[config.mk]
export PLATFORM = sky130hd
export DESIGN_NAME = vga_timing_gen
export DESIGN_NICKNAME = d
export VERILOG_FILES = /design/src/rtl/vga_timing_gen_pkg.sv /design/src/rtl/vga_timing_gen_mod_counter.sv /design/src/rtl/vga_timing_gen.sv
export SDC_FILE = /design/constraint.sdc
export NUM_CORES = 1
export LEC_CHECK = 0
export BUFFER_PORTS_ARGS = -buffer_cell sky130_fd_sc_hd__buf_2
export CAP_MARGIN = 20
export CORE_MARGIN = 1
export CORE_UTILIZATION = 35
export DETAILED_ROUTE_END_ITERATION = 8
export PLACE_DENSITY = 0.55
export REMOVE_ABC_BUFFERS = 1
export SKIP_LAST_GASP = 1
export SYNTH_ARGS = -nofsm -noshare
export SYNTH_HDL_FRONTEND = slang
export SYNTH_SLANG_ARGS = --single-unit
[constraint.sdc]
create_clock -name clk -period 2.6 [get_ports clk]
set_input_delay 0.52 -clock clk [delete_from_list [all_inputs] [get_ports clk]]
set_output_delay 0.52 -clock clk [all_outputs]
set_load 0.02 [all_outputs]
[src/rtl/vga_timing_gen_pkg.sv]
// Shared constants and helpers for the VGA timing generator.
// Defaults describe the standard 640x480@60 Hz mode.
package vga_timing_pkg;

    localparam int DEF_CNT_W    = 11;
    localparam int DEF_H_ACTIVE = 640;
    localparam int DEF_H_FP     = 16;
    localparam int DEF_H_SYNC   = 96;
    localparam int DEF_H_BP     = 48;
    localparam int DEF_V_ACTIVE = 480;
    localparam int DEF_V_FP     = 10;
    localparam int DEF_V_SYNC   = 2;
    localparam int DEF_V_BP     = 33;

    // Total period of one axis: visible region plus porches and sync.
    function automatic int calc_total(input int active, input int fp,
                                      input int sync, input int bp);
        return active + fp + sync + bp;
    endfunction

    // True when a period of 'total' counts is representable in 'width' bits.
    function automatic bit total_fits(input int total, input int width);
        return (total >= 1) && (longint'(total) <= (longint'(1) << width));
    endfunction

endpackage

[src/rtl/vga_timing_gen_mod_counter.sv]
// Enable-gated modulo counter with terminal-count flag and reset-load value.
// Also exposes the next-state value so callers can register decodes in step.
module mod_counter #(
    parameter int             W       = 11,
    parameter int             MOD     = 800,
    parameter logic [W-1:0]   RST_VAL = '0
) (
    input  logic         clk,
    input  logic         rst_n,
    input  logic         en,
    output logic [W-1:0] cnt,
    output logic [W-1:0] cnt_nxt,
    output logic         wrap
);
    localparam logic [W-1:0] LAST = W'(MOD - 1);

    logic [W-1:0] cnt_q;
    logic [W-1:0] cnt_d;

    // Next count: advance when enabled, returning to zero after LAST.
    always_comb begin
        wrap  = (cnt_q == LAST);
        cnt_d = cnt_q;
        if (en) begin
            cnt_d = wrap ? '0 : cnt_q + 1'b1;
        end
    end

    // Count register, loaded with RST_VAL during reset.
    always_ff @(posedge clk or negedge rst_n) begin
        if (!rst_n) cnt_q <= RST_VAL;
        else        cnt_q <= cnt_d;
    end

    assign cnt     = cnt_q;
    assign cnt_nxt = cnt_d;
endmodule

[src/rtl/vga_timing_gen.sv]
// VGA raster timing generator: horizontal/vertical counters plus registered
// de/h_sync/v_sync decodes and pix_ce-qualified line/frame end pulses.
module vga_timing_gen
    import vga_timing_pkg::*;
#(
    parameter int CNT_W    = DEF_CNT_W,
    parameter int H_ACTIVE = DEF_H_ACTIVE,
    parameter int H_FP     = DEF_H_FP,
    parameter int H_SYNC   = DEF_H_SYNC,
    parameter int H_BP     = DEF_H_BP,
    parameter int V_ACTIVE = DEF_V_ACTIVE,
    parameter int V_FP     = DEF_V_FP,
    parameter int V_SYNC   = DEF_V_SYNC,
    parameter int V_BP     = DEF_V_BP,
    parameter bit HS_POL   = 1'b0,
    parameter bit VS_POL   = 1'b0
) (
    input  logic             clk,
    input  logic             rst,
    input  logic             pix_ce,
    output logic [CNT_W-1:0] x_axis,
    output logic [CNT_W-1:0] y_axis,
    output logic             h_sync,
    output logic             v_sync,
    output logic             de,
    output logic             line_end,
    output logic             frame_end
);
    localparam int H_TOTAL = calc_total(H_ACTIVE, H_FP, H_SYNC, H_BP);
    localparam int V_TOTAL = calc_total(V_ACTIVE, V_FP, V_SYNC, V_BP);

    if (CNT_W < 1 || H_ACTIVE < 1 || H_FP < 1 || H_SYNC < 1 || H_BP < 1 ||
        V_ACTIVE < 1 || V_FP < 1 || V_SYNC < 1 || V_BP < 1 ||
        !total_fits(H_TOTAL, CNT_W) || !total_fits(V_TOTAL, CNT_W)) begin : g_param_err
        $fatal(1, "vga_timing_gen: illegal timing parameters");
    end

    localparam logic [CNT_W-1:0] H_LAST   = CNT_W'(H_TOTAL - 1);
    localparam logic [CNT_W-1:0] V_LAST   = CNT_W'(V_TOTAL - 1);
    localparam logic [CNT_W-1:0] H_ACT    = CNT_W'(H_ACTIVE);
    localparam logic [CNT_W-1:0] V_ACT    = CNT_W'(V_ACTIVE);
    localparam logic [CNT_W-1:0] HS_START = CNT_W'(H_ACTIVE + H_FP);
    localparam logic [CNT_W-1:0] HS_END   = CNT_W'(H_ACTIVE + H_FP + H_SYNC);
    localparam logic [CNT_W-1:0] VS_START = CNT_W'(V_ACTIVE + V_FP);
    localparam logic [CNT_W-1:0] VS_END   = CNT_W'(V_ACTIVE + V_FP + V_SYNC);

    logic [CNT_W-1:0] x_nxt;
    logic [CNT_W-1:0] y_nxt;
    logic             h_wrap;
    logic             v_wrap;

    // Reset parks both counters on the last pixel of the frame so the first
    // enabled pixel after release produces frame_end and lands on (0,0).
    mod_counter #(.W(CNT_W), .MOD(H_TOTAL), .RST_VAL(H_LAST)) u_h_cnt (
        .clk     (clk),
        .rst_n   (rst),
        .en      (pix_ce),
        .cnt     (x_axis),
        .cnt_nxt (x_nxt),
        .wrap    (h_wrap)
    );

    mod_counter #(.W(CNT_W), .MOD(V_TOTAL), .RST_VAL(V_LAST)) u_v_cnt (
        .clk     (clk),
        .rst_n   (rst),
        .en      (pix_ce & h_wrap),
        .cnt     (y_axis),
        .cnt_nxt (y_nxt),
        .wrap    (v_wrap)
    );

    logic de_q, de_d;
    logic h_sync_q, h_sync_d;
    logic v_sync_q, v_sync_d;

    // Decode from the next counter values so the registered outputs line up
    // with the counters in the same cycle.
    always_comb begin
        de_d     = (x_nxt < H_ACT) && (y_nxt < V_ACT);
        h_sync_d = ((x_nxt >= HS_START) && (x_nxt < HS_END)) ? HS_POL : ~HS_POL;
        v_sync_d = ((y_nxt >= VS_START) && (y_nxt < VS_END)) ? VS_POL : ~VS_POL;
    end

    // Registered, glitch-free display enable and sync outputs.
    always_ff @(posedge clk or negedge rst) begin
        if (!rst) begin
            de_q     <= 1'b0;
            h_sync_q <= ~HS_POL;
            v_sync_q <= ~VS_POL;
        end else begin
            de_q     <= de_d;
            h_sync_q <= h_sync_d;
            v_sync_q <= v_sync_d;
        end
    end

    assign de     = de_q;
    assign h_sync = h_sync_q;
    assign v_sync = v_sync_q;

    // Pulses are masked by reset so the parked counters never fake an end.
    assign line_end  = rst & pix_ce & h_wrap;
    assign frame_end = line_end & v_wrap;
endmodule
==> results.py <==
metrics = {
    "logic_synthesis": {
        "syn_area_per_cell_um2": 9.16,
        "synth_top_family_by_area": "simple AND/OR/NAND/NOR gates",
        "synthFlopType": "dfrtp_1",
        "ys_types": 46,
        "synth_area_um2": 1530,
        "synthMuxAreaShare_pct": 2.86,
        "synth_fa_ha_area_share_pct": 2.45,
        "yosys_register_bits": 25,
        "yosys_warnings": 0,
        "synth_simple_gate_area_share_pct": 28.0,
        "netlist_instances": 167,
        "synthXorXnorAreaFrac_pct": 9.08,
        "synth_edf_count": 0,
        "synth_compound_area_share_pct": 10.7,
        "synth_seq_area_share_pct": 41.9,
        "postSynth.asyncResetShare_pct": 100,
    },
    "floorplanning": {
        "die_h_um": 68.1,
        "core_area_um2": 4090,
        "num_io_pins": 30,
        "die_x_um": 68.1,
        "die_area_um2": 4640,
        "initial_utilization_pct": 37.4,
        "rows": 23,
    },
    "timing": {
        "setup_viol": 0,
        "tightest_slew_ns": 0.435,
        "skew_ns": 0.00502,
        "min_period_ns": 2.50,
        "max_freq_mhz": 400,
        "fin_crit_sh_pct": 96.3,
        "hold_viol_final": 0,
        "maxSlewHeadroom_pct": 70.3,
        "finalMaxSlewViolations": 0,
    },
    "critical_path": {
        "critical_path_class": "flop to output pin",
        "crit_required_ns": 2.08,
        "crit_path_start": "u_h_cnt.cnt[10]",
        "endpoint_kind": "output pin",
        "critPathArrivalTime_ns": 1.98,
        "endpoint": "frame_end",
        "r2r_setup_slack_ns": 0.21,
        "start_kind": "flop",
        "r2r.worst_path.cells": 6,
        "reg2reg_to": "v_sync",
        "r2r_start": "u_h_cnt.cnt[10]",
        "path_max_fanout": 13,
    },
    "cells_and_area": {
        "stdcell_count": 255,
        "final_area_um2": 1850,
        "mostFrequentLayoutCells": "buf_2, nand2_1, nor2_1",
        "area_growth_pct": 20.8,
        "layout.nets": 212,
        "multi_input_area_um2": 826,
        "final_common_cell": "buf_2",
        "drive_above_1_share_pct": 33.2,
        "diodes": 0,
        "regArea_um2": 641,
        "fillers": 414,
    },
    "place": {
        "dp.cells": 251,
        "dp_hpwl_mm": 2.89,
        "placed_area_um2": 1780,
        "gp_congestion": 0.851,
        "io_buffers": 29,
    },
    "clock_network": {
        "cts_tree": "done",
        "cts_buffer_depth": 2,
        "cts_hold_buffers": 0,
        "clk_latency_ns": 0.27,
        "htree_num_levels": 1,
        "numCtsBuffers": 3,
        "clockRootBuffer": "clkbuf_8",
        "clk_transition_reported_paths_ns": 0.10,
        "clock_sinks": 25,
    },
    "drt": {
        "final_antenna_net_count": 0,
        "drtIter0Drc": 71,
        "wirelength_mm": 3.86,
        "drc": 0,
        "first_pass_iters": 4,
        "wl_per_cell_um": 15.2,
        "vias": 1348,
        "viasPerCell": 5.29,
    },
    "global_routing": {
        "grt_pass1_vias": 1257,
        "grt_pass1_wl_mm": 6.27,
        "gr-total-overflow": 0,
        "grt_use_total_pct": 18.5,
        "antenna_found_initial": 0,
        "grt_max_degree": 16,
    },
    "min_path": {
        "holdCritPathClass": "primary input to async pin",
    },
    "flow_run": {
        "timing.max_cap.violations": 0,
    },
    "pwr": {
        "vdd_drop_max_uv": 274,
        "p_leak_nw": 0.849,
        "powerDensity_nw_per_um2": 542,
    },
    "run_status": {
        "status": "finished clean",
    },
}
[through the flow]
step	total power [mW]	TNS, ns	util [%]	hold WS [ns]	setup slack [ns]
6_report	1.00	0	45.2	0.143	0.0975
5_1_grt	1.06	-0.00226	45.2	0.156	-0.00226
4_1_cts	1.01	0	44.8	0.155	0.0387
3_5_place_dp	0.759	0	43.6	0.449	0.200
3_3_place_gp	0.750	0	43.6	0.433	0.268
2_1_floorplan	0.663	0	-	0.224	0.0998
[worst min-delay path by stage]
stage / from / to / depth (start not counted)
finish: rst / u_v_cnt.cnt[4] / 1
global route: rst / u_v_cnt.cnt[4] / 1
CTS: rst / u_v_cnt.cnt[4] / 1
detailed placement: rst / u_v_cnt.cnt[4] / 1
global placement: rst / u_v_cnt.cnt[4] / 1
floorplan: rst / de / 0
[registers in the layout, summed over array words and instances, names as in the netlist]
register,flops
u_h_cnt.cnt,11
u_v_cnt.cnt,11
de,1
h_sync,1
v_sync,1
[what timing repair did]
action | CTS | global route
endpoints found under the hold margin | 0 | 0
setup buffers | 0 | 0
resized for setup | 0 | 4
setup endpoints to repair | 0 | 2
[synthesized netlist by cell type (all sizes together) (2+ instances only)]
| cell type | number | share of area (%) |
|---|---|---|
| mux2 | 3 | 2.2 |
| inv | 8 | 2.0 |
| a31oi | 2 | 0.82 |
| xor2 | 7 | 4.5 |
| ha | 3 | 2.5 |
| o21ai | 9 | 2.9 |
| and2 | 2 | 0.82 |
| nand3 | 10 | 3.3 |
| dfstp | 12 | 21 |
| or3 | 2 | 0.82 |
| nor4 | 3 | 2.2 |
| xnor2 | 8 | 4.6 |
| buf | 3 | 2.0 |
| nand4 | 7 | 2.9 |
| o22ai | 2 | 0.82 |
| dfrtp | 13 | 21 |
| nor2 | 14 | 3.4 |
| or4 | 2 | 1.2 |
| clkbuf | 4 | 1.1 |
| a21oi | 2 | 0.65 |
| nor3 | 6 | 2.3 |
| nand2 | 24 | 5.9 |
| and3 | 4 | 1.6 |
[critical path, cell delays in order (launching register included)]
cell and delay, ns:
dfrtp_1 0.41, or4_4 0.57, nor3_4 0.23, buf_6 0.18, and3_1 0.16, buf_2 0.16
[power breakdown]
part / leakage [nW] / internal (mW) / switching, mW
Clock: 0.0217 / 0.109 / 0.131
Sequential: 0.296 / 0.455 / 0.0587
Combinational: 0.531 / 0.0981 / 0.149
[cells by family after synthesis]
kind of cell / after synthesis
flops: 25
buf+inv: 15
simple gates: 80
mux: 4
xor+xnor: 15
fa+ha+maj: 3
compound gates: 25
[area by class of cell]
cell class                      count  area share (%)
Multi-Input combinational cell    127            44.7
Sequential cell                    25            34.7
Timing Repair Buffer               41            12.9
Tap cell                           50            3.39
Clock buffer                        3            2.24
Inverter                            8            1.63
Clock inverter                      1           0.407
[metal layers]
metal / track usage [%] / up-vias / routed length [um] / part of all wire (%)
li1: - / 669 / - / -
met1: 27.4 / 647 / 1960 / 51
met2: 27.7 / 30 / 1730 / 45
met3: 3.50 / 2 / 144 / 3.7
met4: 3.91 / 0 / 25 / 0.65
met5: 0 / - / 0 / 0
No activity file was read; power rests on OpenSTA's default activity.
